### src/rtl/mips_multicycle_ctrl_if.sv
// Unified memory port handshake between the control FSM and memory.
// The controller requests; memory answers with mem_ready.
interface mips_multicycle_ctrl_if;
    logic mem_req;
    logic mem_we;
    logic iord;
    logic mem_ready;

    modport master (
        output mem_req,
        output mem_we,
        output iord,
        input  mem_ready
    );

    modport slave (
        input  mem_req,
        input  mem_we,
        input  iord,
        output mem_ready
    );
endinterface

### src/rtl/mips_multicycle_ctrl.sv
// Multi-cycle MIPS main control FSM: fetch/decode/exec/mem/wb sequencing,
// ALU ctrl code, PC/IR/regfile strobes, memory handshake with timeout trap.
module mips_multicycle_ctrl #(
    parameter int TIMEOUT = 64
) (
    input  logic                   clk,
    input  logic                   rst,
    input  logic [31:0]            instr,
    input  logic                   cmp_eq,
    mips_multicycle_ctrl_if.master mem,
    output logic                   ir_we,
    output logic                   pc_we,
    output logic [1:0]             pc_src,
    output logic [11:0]            alu_ctrl,
    output logic                   alu_src_b,
    output logic                   reg_we,
    output logic                   reg_dst,
    output logic                   mem_to_reg,
    output logic [31:0]            retired,
    output logic                   trap,
    output logic [1:0]             trap_cause
);
    typedef enum logic [2:0] {
        S_RESET, S_FETCH, S_DECODE, S_EXEC, S_MEM, S_WB, S_TRAP
    } state_t;

    localparam logic [7:0] WAIT_LAST = 8'(TIMEOUT - 1);
    localparam logic [1:0] CAUSE_ILL = 2'b01;
    localparam logic [1:0] CAUSE_TMO = 2'b10;

    state_t      state_q, state_d;
    logic [7:0]  wait_q, wait_d;
    logic [31:0] retired_q, retired_d;
    logic [1:0]  trap_cause_q, trap_cause_d;
    logic        mem_req_q, mem_req_d;
    logic        mem_we_q, mem_we_d;
    logic        iord_q, iord_d;
    logic [1:0]  pc_src_q, pc_src_d;
    logic [11:0] alu_ctrl_q, alu_ctrl_d;
    logic        alu_src_b_q, alu_src_b_d;
    logic        reg_we_q, reg_we_d;
    logic        reg_dst_q, reg_dst_d;
    logic        mem_to_reg_q, mem_to_reg_d;
    logic        trap_q, trap_d;

    logic [5:0]  op;
    logic [5:0]  fn;
    logic [11:0] alu_code;
    logic        is_addu, is_addiu, is_lw, is_sw, is_beq, is_j;
    logic        legal;
    logic        unused_instr;

    assign op           = instr[31:26];
    assign fn           = instr[5:0];
    assign unused_instr = ^instr[25:6];
    assign is_addu      = (op == 6'b000000) && (fn == 6'b100001);
    assign is_addiu     = (op == 6'b001001);
    assign is_lw        = (op == 6'b100011);
    assign is_sw        = (op == 6'b101011);
    assign is_beq       = (op == 6'b000100);
    assign is_j         = (op == 6'b000010);
    assign legal        = is_addu | is_addiu | is_lw | is_sw | is_beq | is_j;
    assign alu_code     = (op == 6'b000000) ? {op, fn} : {op, 6'b000000};

    // Next state, wait counter, retire count and the two mem_ready-dependent strobes
    always_comb begin
        state_d      = state_q;
        wait_d       = wait_q;
        retired_d    = retired_q;
        trap_cause_d = trap_cause_q;
        ir_we        = 1'b0;
        pc_we        = 1'b0;
        unique case (state_q)
            S_RESET: begin
                state_d = S_FETCH;
                wait_d  = '0;
            end
            S_FETCH: begin
                if (mem.mem_ready) begin
                    ir_we   = 1'b1;
                    pc_we   = 1'b1;
                    state_d = S_DECODE;
                end else if (wait_q == WAIT_LAST) begin
                    state_d      = S_TRAP;
                    trap_cause_d = CAUSE_TMO;
                end else begin
                    wait_d = wait_q + 8'd1;
                end
            end
            S_DECODE: begin
                if (legal) begin
                    state_d = S_EXEC;
                end else begin
                    state_d      = S_TRAP;
                    trap_cause_d = CAUSE_ILL;
                end
            end
            S_EXEC: begin
                if (is_addu || is_addiu) begin
                    state_d = S_WB;
                end else if (is_lw || is_sw) begin
                    state_d = S_MEM;
                    wait_d  = '0;
                end else if (is_beq || is_j) begin
                    pc_we     = is_j | cmp_eq;
                    retired_d = retired_q + 32'd1;
                    state_d   = S_FETCH;
                    wait_d    = '0;
                end else begin
                    state_d      = S_TRAP;
                    trap_cause_d = CAUSE_ILL;
                end
            end
            S_MEM: begin
                if (mem.mem_ready) begin
                    if (is_sw) begin
                        retired_d = retired_q + 32'd1;
                        state_d   = S_FETCH;
                        wait_d    = '0;
                    end else begin
                        state_d = S_WB;
                    end
                end else if (wait_q == WAIT_LAST) begin
                    state_d      = S_TRAP;
                    trap_cause_d = CAUSE_TMO;
                end else begin
                    wait_d = wait_q + 8'd1;
                end
            end
            S_WB: begin
                retired_d = retired_q + 32'd1;
                state_d   = S_FETCH;
                wait_d    = '0;
            end
            S_TRAP: state_d = S_TRAP;
            default: state_d = S_TRAP;
        endcase
    end

    // Moore outputs of the state being entered, registered for glitch-free strobes
    always_comb begin
        mem_req_d    = (state_d == S_FETCH) || (state_d == S_MEM);
        mem_we_d     = (state_d == S_MEM) && is_sw;
        iord_d       = (state_d == S_MEM);
        pc_src_d     = 2'b00;
        alu_ctrl_d   = 12'd0;
        alu_src_b_d  = 1'b0;
        reg_we_d     = (state_d == S_WB);
        reg_dst_d    = (state_d == S_WB) && is_addu;
        mem_to_reg_d = (state_d == S_WB) && is_lw;
        trap_d       = (state_d == S_TRAP);
        if ((state_d == S_EXEC) || (state_d == S_MEM)) begin
            alu_ctrl_d  = alu_code;
            alu_src_b_d = is_addiu | is_lw | is_sw;
        end
        if (state_d == S_EXEC) begin
            if (is_beq) pc_src_d = 2'b01;
            if (is_j)   pc_src_d = 2'b10;
        end
    end

    // State and output registers; reset forces every output low at once
    always_ff @(posedge clk or posedge rst) begin
        if (rst) begin
            state_q      <= S_RESET;
            wait_q       <= '0;
            retired_q    <= '0;
            trap_cause_q <= '0;
            mem_req_q    <= 1'b0;
            mem_we_q     <= 1'b0;
            iord_q       <= 1'b0;
            pc_src_q     <= '0;
            alu_ctrl_q   <= '0;
            alu_src_b_q  <= 1'b0;
            reg_we_q     <= 1'b0;
            reg_dst_q    <= 1'b0;
            mem_to_reg_q <= 1'b0;
            trap_q       <= 1'b0;
        end else begin
            state_q      <= state_d;
            wait_q       <= wait_d;
            retired_q    <= retired_d;
            trap_cause_q <= trap_cause_d;
            mem_req_q    <= mem_req_d;
            mem_we_q     <= mem_we_d;
            iord_q       <= iord_d;
            pc_src_q     <= pc_src_d;
            alu_ctrl_q   <= alu_ctrl_d;
            alu_src_b_q  <= alu_src_b_d;
            reg_we_q     <= reg_we_d;
            reg_dst_q    <= reg_dst_d;
            mem_to_reg_q <= mem_to_reg_d;
            trap_q       <= trap_d;
        end
    end

    assign mem.mem_req = mem_req_q;
    assign mem.mem_we  = mem_we_q;
    assign mem.iord    = iord_q;
    assign pc_src      = pc_src_q;
    assign alu_ctrl    = alu_ctrl_q;
    assign alu_src_b   = alu_src_b_q;
    assign reg_we      = reg_we_q;
    assign reg_dst     = reg_dst_q;
    assign mem_to_reg  = mem_to_reg_q;
    assign retired     = retired_q;
    assign trap        = trap_q;
    assign trap_cause  = trap_cause_q;
endmodule

### src/flat_wrapper.sv
// flat-port wrapper written by rule: the top's interface ports become plain ports
module mips_multicycle_ctrl_flat 
#(
    parameter int TIMEOUT = 64
)
  (clk, rst, instr, cmp_eq, ir_we, pc_we, pc_src, alu_ctrl, alu_src_b, reg_we, reg_dst, mem_to_reg, retired, trap, trap_cause, mem_mem_req, mem_mem_we, mem_iord, mem_mem_ready);
  mips_multicycle_ctrl_if mem_i ();
  input  logic clk;
  input  logic rst;
  input  logic [31:0] instr;
  input  logic cmp_eq;
  output logic ir_we;
  output logic pc_we;
  output logic [1:0] pc_src;
  output logic [11:0] alu_ctrl;
  output logic alu_src_b;
  output logic reg_we;
  output logic reg_dst;
  output logic mem_to_reg;
  output logic [31:0] retired;
  output logic trap;
  output logic [1:0] trap_cause;
  output wire logic [$bits(mem_i.mem_req)-1:0] mem_mem_req;
  output wire logic [$bits(mem_i.mem_we)-1:0] mem_mem_we;
  output wire logic [$bits(mem_i.iord)-1:0] mem_iord;
  input wire logic [$bits(mem_i.mem_ready)-1:0] mem_mem_ready;
  assign mem_mem_req = mem_i.mem_req;
  assign mem_mem_we = mem_i.mem_we;
  assign mem_iord = mem_i.iord;
  assign mem_i.mem_ready = mem_mem_ready;
  mips_multicycle_ctrl #(.TIMEOUT(TIMEOUT)) u_core (.clk(clk), .rst(rst), .instr(instr), .cmp_eq(cmp_eq), .mem(mem_i), .ir_we(ir_we), .pc_we(pc_we), .pc_src(pc_src), .alu_ctrl(alu_ctrl), .alu_src_b(alu_src_b), .reg_we(reg_we), .reg_dst(reg_dst), .mem_to_reg(mem_to_reg), .retired(retired), .trap(trap), .trap_cause(trap_cause));
endmodule
### config.mk
export PLATFORM = sky130hd
export DESIGN_NAME = mips_multicycle_ctrl_flat
export DESIGN_NICKNAME = d
export VERILOG_FILES = /design/src/rtl/mips_multicycle_ctrl_if.sv /design/src/rtl/mips_multicycle_ctrl.sv /design/src/flat_wrapper.sv
export SDC_FILE = /design/constraint.sdc
export NUM_CORES = 1
export LEC_CHECK = 0
export ABC_AREA = 1
export CAP_MARGIN = 10
export CORE_MARGIN = 1.5
export CORE_UTILIZATION = 54
export CTS_CLUSTER_DIAMETER = 80
export DETAILED_ROUTE_END_ITERATION = 10
export PLACE_DENSITY_LB_ADDON = 0.3
export SLEW_MARGIN = 20
export SYNTH_ARGS = -nofsm -noshare
export SYNTH_HDL_FRONTEND = slang
export SYNTH_SLANG_ARGS = --single-unit
export TNS_END_PERCENT = 100
### constraint.sdc
create_clock -name clk -period 4.7 [get_ports clk]
set_clock_uncertainty 0.15 [all_clocks]
set_input_delay 1.41 -clock clk [delete_from_list [all_inputs] [get_ports clk]]
set_output_delay 1.41 -clock clk [all_outputs]
set_load 0.02 [all_outputs]
==> metrics.md, run 1 <==
| Metric | Value |
|---|---|
| Run status | finished, final reports clean |
| Flip-flop count of the largest register, all copies and words added | 32 |
| Total Power | 2.35 mW |
| Die footprint | 7710 um2 |
| Reg clk slew, reported paths | 0.08 ns |
| CTS tree | done |
| I/O pin cnt | 94 |
| Number of enable-type register cells in the synthesized netlist | 0 |
| Number of buffers created by CTS | 9 |
| Net count of the mapped netlist | 566 |
| Via total after detailed routing | 3,746 |
| Post-synthesis instance total | 528 |
| First DRT Iteration DRCs | 201 |
| Unique cell type count in the Yosys netlist | 30 |
| Critical path data arrival time | 2.97 ns |
| Leakage power | 2.54 nW |
| Final-stage net count | 659 |
| Unrepaired setup endpoints after global routing | false |
| Largest fanout of any net on the critical path | 4 |
| Worst-case setup slack after placement | -0.0819 ns |
| Time the worst path needs with I/O delays and setup | 4.53 ns |
| Placed instance count | 706 |
| Seq cells post-synth | 67 |
| Vias in the first global route | 3,612 |
| Async set-or-reset flop fraction in the synthesized netlist | 100% |
| Routed WL per cell | 13.1 um |
| Clock buffer depth | 2 |
| Class of the most critical hold timing path | reg -> reg |
| Syn avg cell area | 7.35 um2 |
| Total of buffers placed on input and output ports | 73 |
| Post-Layout Inst Area | 5030 um2 |
| Timing-limited maximum frequency | 221 MHz |
| Routability-driven placement congestion ratio | 1.02 |
| Drc violations | 0 |
| Summed instance area of the synthesized netlist | 3880 um2 |
| DR vias/cell | 5.19 |
| Core Region | 6870 um2 |
| Count of clock tree sinks | 67 |
| Overflow after GRT | 0 |
| Finished Core Util | 73.2% |
| Final instance count without filler cells | 722 |
| All-layer global routing usage | 26.6% |
| Number of antenna violations at the first check in global routing | 0 |
| Placement Cell Area | 4800 um2 |
| CTS root buffer | sky130_fd_sc_hd__clkbuf_8 |
| Starting Density | 56.5% |
| Synth Warn # | 0 |
| Post-CTS setup-driven buffer insertion count | 0 |
| Horiz. Die Dim | 87.8 um |
| Max-slew headroom | 64.2% |
| Clock latency of the later-clocked register in the worst-skew pair | 0.34 ns |
| Critical path capture point type | output pin |
| Rows | 30 |
| DPL Wire Length | 7180 um |
| Fraction of the yosys area taken by sequential cells | 43.2% |
| Slew @ Worst Pin | 0.537 ns |
| TNS Setup | 0 ns |
| Number of antenna-violating nets in the routed design | 0 |
| Filler cell count | 532 |
| Post-Route WL | 9430 um |
| Power density relative to cell area | 466 nW/um2 |
| Synth-to-Final Area Change | 29.5% |
| Smallest setup slack after layout | 0.168 ns |
| Antenna cells | 0 |
| Final max-slew violation count | 0 |
| Type of the setup path with the least slack | in -> out |
| Hold buffer count at cts | 0 |
| Maximum number of pins on one net before global-route repair | 28 |
| Count of endpoints failing hold in the final timing report | 0 |
| Final Cycle Share | 96.4% |
| Global-route wire length before repair | 15,900 um |
| # Max-Cap Violations | 0 |
| Crit start category | input pin |
| Maximum level of the CTS H-tree | 3 |
| Final setup violation count | 0 |
| Drt pass-1 iters | 5 |
| Required time of the critical path | 3.14 ns |
| Minimum hold slack | 0.377 ns |
| Share of layout cells above drive strength 1 | 9.74% |
| Largest vdd supply drop | 442 uV |
| Most used DFF post-synth | sky130_fd_sc_hd__dfrtp_1 |
| Vertical extent of the die | 87.8 um |
-- final timing paths --
path	start	endpoint	slack (ns)	cells past startpoint
max	mem_mem_ready	ir_we	0.17	4
min	u_core.retired[3]$_DFFE_PP0P_	u_core.retired[3]$_DFFE_PP0P_	0.38	1
max reg2reg	u_core.wait_q[0]$_DFFE_PP0P_	u_core.alu_src_b$_DFF_PP0_	2.43	10
min reg2reg	u_core.retired[3]$_DFFE_PP0P_	u_core.retired[3]$_DFFE_PP0P_	0.38	1
max in group asynchronous	rst	u_core.retired[20]$_DFFE_PP0P_	2.50	3
min in group asynchronous	rst	u_core.alu_ctrl[3]$_DFF_PP0_	1.19	2
-- logic make-up (layout without fill, tap and decap cells) --
kind of cell / Yosys count / after routing / share of synthesized area (%)
xor+xnor: 32 / 32 / 7.22
compound gates: 29 / 29 / 4.19
flops: 67 / 67 / 43.2
simple gates: 314 / 314 / 36.0
buf+inv: 84 / 182 / 8.77
fa+ha+maj: 2 / 2 / 0.644
-- placed cells by master (no fill, tap or decap), drive strengths merged --
master / count
a21oi: 3
a31oi: 1
and3: 3
buf: 16
bufinv: 2
clkbuf: 9
clkdlybuf4s50: 72
clkinv: 2
clkinvlp: 2
dfrtp: 67
dlygate4sd2: 1
ha: 2
inv: 78
nand2: 172
nand3: 41
nand3b: 5
nand4: 12
nor2: 65
nor3: 16
o21ai: 23
o31ai: 2
xnor2: 17
xor2: 15
-- layout make-up --
cell class | instances | area (um2) | share of cell area, %
Inverter | 77 | 292 | 5.80
Multi-Input combinational cell | 377 | 1870 | 37.1
Tap cell | 96 | 120 | 2.39
Sequential cell | 67 | 1680 | 33.3
Timing Repair Buffer | 89 | 850 | 16.9
Clock buffer | 9 | 124 | 2.46
Clock inverter | 7 | 101 | 2.02
-- worst max-delay path, cell delays in order --
cell and delay [ns]:
sky130_fd_sc_hd__clkdlybuf4s50_1 0.54, sky130_fd_sc_hd__nand4_1 0.21, sky130_fd_sc_hd__inv_1 0.19, sky130_fd_sc_hd__clkdlybuf4s50_1 0.63
-- timing repair --
| item | CTS | global route |
|---|---|---|
| hold endpoints to repair | 0 | 0 |
| setup endpoints to repair | 1 | 0 |
| gates resized for setup | 1 | 0 |
-- synthesized netlist by cell type, types with 2 or more instances --
| cell | count | area (um2) |
|---|---|---|
| sky130_fd_sc_hd__nand2_1 | 166 | 623 |
| sky130_fd_sc_hd__inv_1 | 69 | 259 |
| sky130_fd_sc_hd__dfrtp_1 | 67 | 1680 |
| sky130_fd_sc_hd__nor2_1 | 59 | 221 |
| sky130_fd_sc_hd__nand3_1 | 37 | 185 |
| sky130_fd_sc_hd__o21ai_0 | 19 | 95.1 |
| sky130_fd_sc_hd__xnor2_1 | 17 | 149 |
| sky130_fd_sc_hd__nor3_1 | 15 | 75.1 |
| sky130_fd_sc_hd__xor2_1 | 15 | 131 |
| sky130_fd_sc_hd__nand4_1 | 12 | 75.1 |
| sky130_fd_sc_hd__inv_2 | 7 | 26.3 |
| sky130_fd_sc_hd__nand3b_1 | 5 | 37.5 |
| sky130_fd_sc_hd__nand3_2 | 4 | 40.0 |
| sky130_fd_sc_hd__and3_1 | 3 | 18.8 |
| sky130_fd_sc_hd__buf_2 | 3 | 15.0 |
| sky130_fd_sc_hd__buf_4 | 3 | 22.5 |
| sky130_fd_sc_hd__nand2_2 | 3 | 18.8 |
| sky130_fd_sc_hd__nand2_4 | 3 | 33.8 |
| sky130_fd_sc_hd__nor2_2 | 3 | 18.8 |
| sky130_fd_sc_hd__nor2_4 | 3 | 33.8 |
| sky130_fd_sc_hd__a21oi_1 | 2 | 10.0 |
| sky130_fd_sc_hd__ha_1 | 2 | 25.0 |
| sky130_fd_sc_hd__o21ai_1 | 2 | 10.0 |
| sky130_fd_sc_hd__o21ai_2 | 2 | 17.5 |
| sky130_fd_sc_hd__o31ai_1 | 2 | 15.0 |
-- metal layers --
metal / up-vias / GRT usage [%] / wire, um
li1: 1835 / - / -
met4: 0 / 11.4 / 245
met3: 28 / 4.15 / 511
met5: - / 0 / 0
met1: 1750 / 32.7 / 4060
met2: 133 / 46.1 / 4610
-- power breakdown --
| group | total [mW] | internal [mW] | switching (mW) |
|---|---|---|---|
| sequential | 0.794 | 0.691 | 0.102 |
| clock | 0.541 | 0.302 | 0.239 |
| combinational | 1.01 | 0.370 | 0.641 |
Power figures use the tool's default switching activity.
==> run 2: changes to the inputs <==
Settings changed: CAP_MARGIN 10 to not set, SKIP_CTS_REPAIR_TIMING set to 1.
==> run 2 against run 1 <==
Critical path depth unchanged. Wire length down 0.32%. Clock power is essentially flat. Flip-flop and latch count unchanged. Hold slack stayed put. Combinational power barely moved. Register-to-register slack barely moved. Design area about the same. Non-clock buffer count stayed put. Largest cell class unchanged.
==> metrics.md, run 2 (synthesized netlist as in run 1, its figures left out) <==
| Metric | Value |
|---|---|
| CTS tree | done |
| Number of antenna-violating nets in the routed design | 0 |
| Overflow after GRT | 0 |
| Synth-to-Final Area Change | 29.6% |
| CTS root buffer | sky130_fd_sc_hd__clkbuf_8 |
| Final instance count without filler cells | 722 |
| Master of the slowest instance on the critical path | sky130_fd_sc_hd__clkdlybuf4s50_1 |
| Maximum number of pins on one net before global-route repair | 28 |
| Run status | finished, final reports clean |
| Crit start category | input pin |
| Placed instance count | 706 |
| Drc violations | 0 |
| Routed WL per cell | 13.0 um |
| Critical path capture point type | output pin |
| Post-Route WL | 9400 um |
| Finished Core Util | 73.3% |
| Crit-path most repeated cell | sky130_fd_sc_hd__clkdlybuf4s50_1 |
| Horiz. Die Dim | 87.8 um |
| Final Cycle Share | 96.1% |
| Largest vdd supply drop | 440 uV |
| Timing-limited maximum frequency | 221 MHz |
| Top Family by Delay on Critical Path | buffers and inverters |
| Class of the most critical hold timing path | reg -> reg |
| DPL Wire Length | 7180 um |
| Vertical extent of the die | 87.8 um |
| Largest fanout of any net on the critical path | 4 |
| Power density relative to cell area | 466 nW/um2 |
| First DRT Iteration DRCs | 201 |
| Drt pass-1 iters | 5 |
| Launch point of the critical path | mem_mem_ready |
| Number of antenna violations at the first check in global routing | 0 |
| Starting Density | 56.5% |
| Hold Startpoint | u_core.retired[3]$_DFFE_PP0P_ |
| # Max-Cap Violations | 0 |
| Type of the setup path with the least slack | in -> out |
| Clock latency of the later-clocked register in the worst-skew pair | 0.34 ns |
| Flip-flop count of the largest register, all copies and words added | 32 |
| Smallest setup slack after layout | 0.183 ns |
| Clock buffer depth | 2 |
| DR vias/cell | 5.17 |
| Maximum level of the CTS H-tree | 3 |
| Area taken by multi-input logic gates | 1870 um2 |
| Via total after detailed routing | 3,731 |
| Core Region | 6870 um2 |
| Final max-slew violation count | 0 |
| Most common cell after layout, fill and taps aside | sky130_fd_sc_hd__nand2_1 |
| Most frequent cells in the layout | sky130_fd_sc_hd__nand2_1 (166), sky130_fd_sc_hd__clkdlybuf4s50_1 (72), sky130_fd_sc_hd__inv_1 (68) |
| Unrepaired setup endpoints after global routing | false |
| Count of clock tree sinks | 67 |
| Required time of the critical path | 3.14 ns |
| Number of buffers created by CTS | 9 |
| Die footprint | 7710 um2 |
| Vias in the first global route | 3,612 |
| Share of layout cells above drive strength 1 | 9.74% |
| Routability-driven placement congestion ratio | 1.02 |
| Critical path data arrival time | 2.96 ns |
| Rows | 30 |
| Final-stage net count | 659 |
| Slew @ Worst Pin | 0.532 ns |
| Count of endpoints failing hold in the final timing report | 0 |
| Leakage power | 2.55 nW |
| Time the worst path needs with I/O delays and setup | 4.52 ns |
| Total of buffers placed on input and output ports | 73 |
| Crit path buffers/inverters | 3 |
| Sequential cell area in the final layout | 1680 um2 |
| Global-route wire length before repair | 15,900 um |
| Max-slew headroom | 64.5% |
| Filler cell count | 531 |
| Crit path cell chain | clkdlybuf4s50_1 > nand4_1 > inv_1 > clkdlybuf4s50_1 |
| Reg clk slew, reported paths | 0.08 ns |
| Total Power | 2.35 mW |
| Stage delay of the slowest cell on the critical path | 0.63 ns |
| I/O pin cnt | 94 |
| All-layer global routing usage | 26.6% |
| Final setup violation count | 0 |
| Worst-case setup slack after placement | -0.0819 ns |
| Antenna cells | 0 |
| Beginning of the worst register-to-register path | u_core.wait_q[0]$_DFFE_PP0P_ |
[run 2: cell count changes in the layout (fill, tap and decap cells not counted), sizes merged]
cell	change
dlymetal6s2s	+1
dlygate4sd2	-1
[run 2: worst paths after layout]
kind                                                  end  slack (ns)  cells past startpoint
max                                                 ir_we        0.18                      4
min                         u_core.retired[3]$_DFFE_PP0P_        0.38                      1
max reg2reg                    u_core.alu_src_b$_DFF_PP0_        2.44                     10
min reg2reg                 u_core.retired[3]$_DFFE_PP0P_        0.38                      1
max in group asynchronous  u_core.retired[20]$_DFFE_PP0P_        2.50                      3
min in group asynchronous    u_core.alu_ctrl[3]$_DFF_PP0_        1.19                      2
[run 2: through the flow]
stage	setup TNS, ns	area (um2)	hold WS, ns
2_1_floorplan	0	3880	0.324
3_3_place_gp	-0.0570	4800	0.341
3_5_place_dp	-0.0819	4800	0.358
4_1_cts	-0.0865	5030	0.373
5_1_grt	0	5030	0.401
6_report	0	5030	0.377
[run 2: report_power, final]
| part | switching, mW | internal [mW] | leakage [nW] | total, mW |
|---|---|---|---|---|
| Clock | 0.239 | 0.302 | 0.106 | 0.541 |
| Sequential | 0.102 | 0.691 | 0.903 | 0.793 |
| Combinational | 0.640 | 0.371 | 1.54 | 1.01 |
| Total | 0.981 | 1.36 | 2.55 | 2.35 |
[run 2: cell type report]
| type | count | share of cell area, % |
|---|---|---|
| clock buffer | 9 | 2.46 |
| timing repair buffer | 89 | 17.0 |
| sequential | 67 | 33.3 |
| multi-input combinational | 377 | 37.1 |
| inverter | 77 | 5.79 |
| tap | 96 | 2.39 |
| clock inverter | 7 | 2.01 |
[run 2: routing by layer]
metal | wire length, um | up-vias | GRT usage (%)
met1 | 4070 | 1743 | 32.7
met3 | 484 | 28 | 4.15
met2 | 4600 | 126 | 46.1
met5 | 0 | - | 0
met4 | 245 | 0 | 11.4
li1 | - | 1834 | -
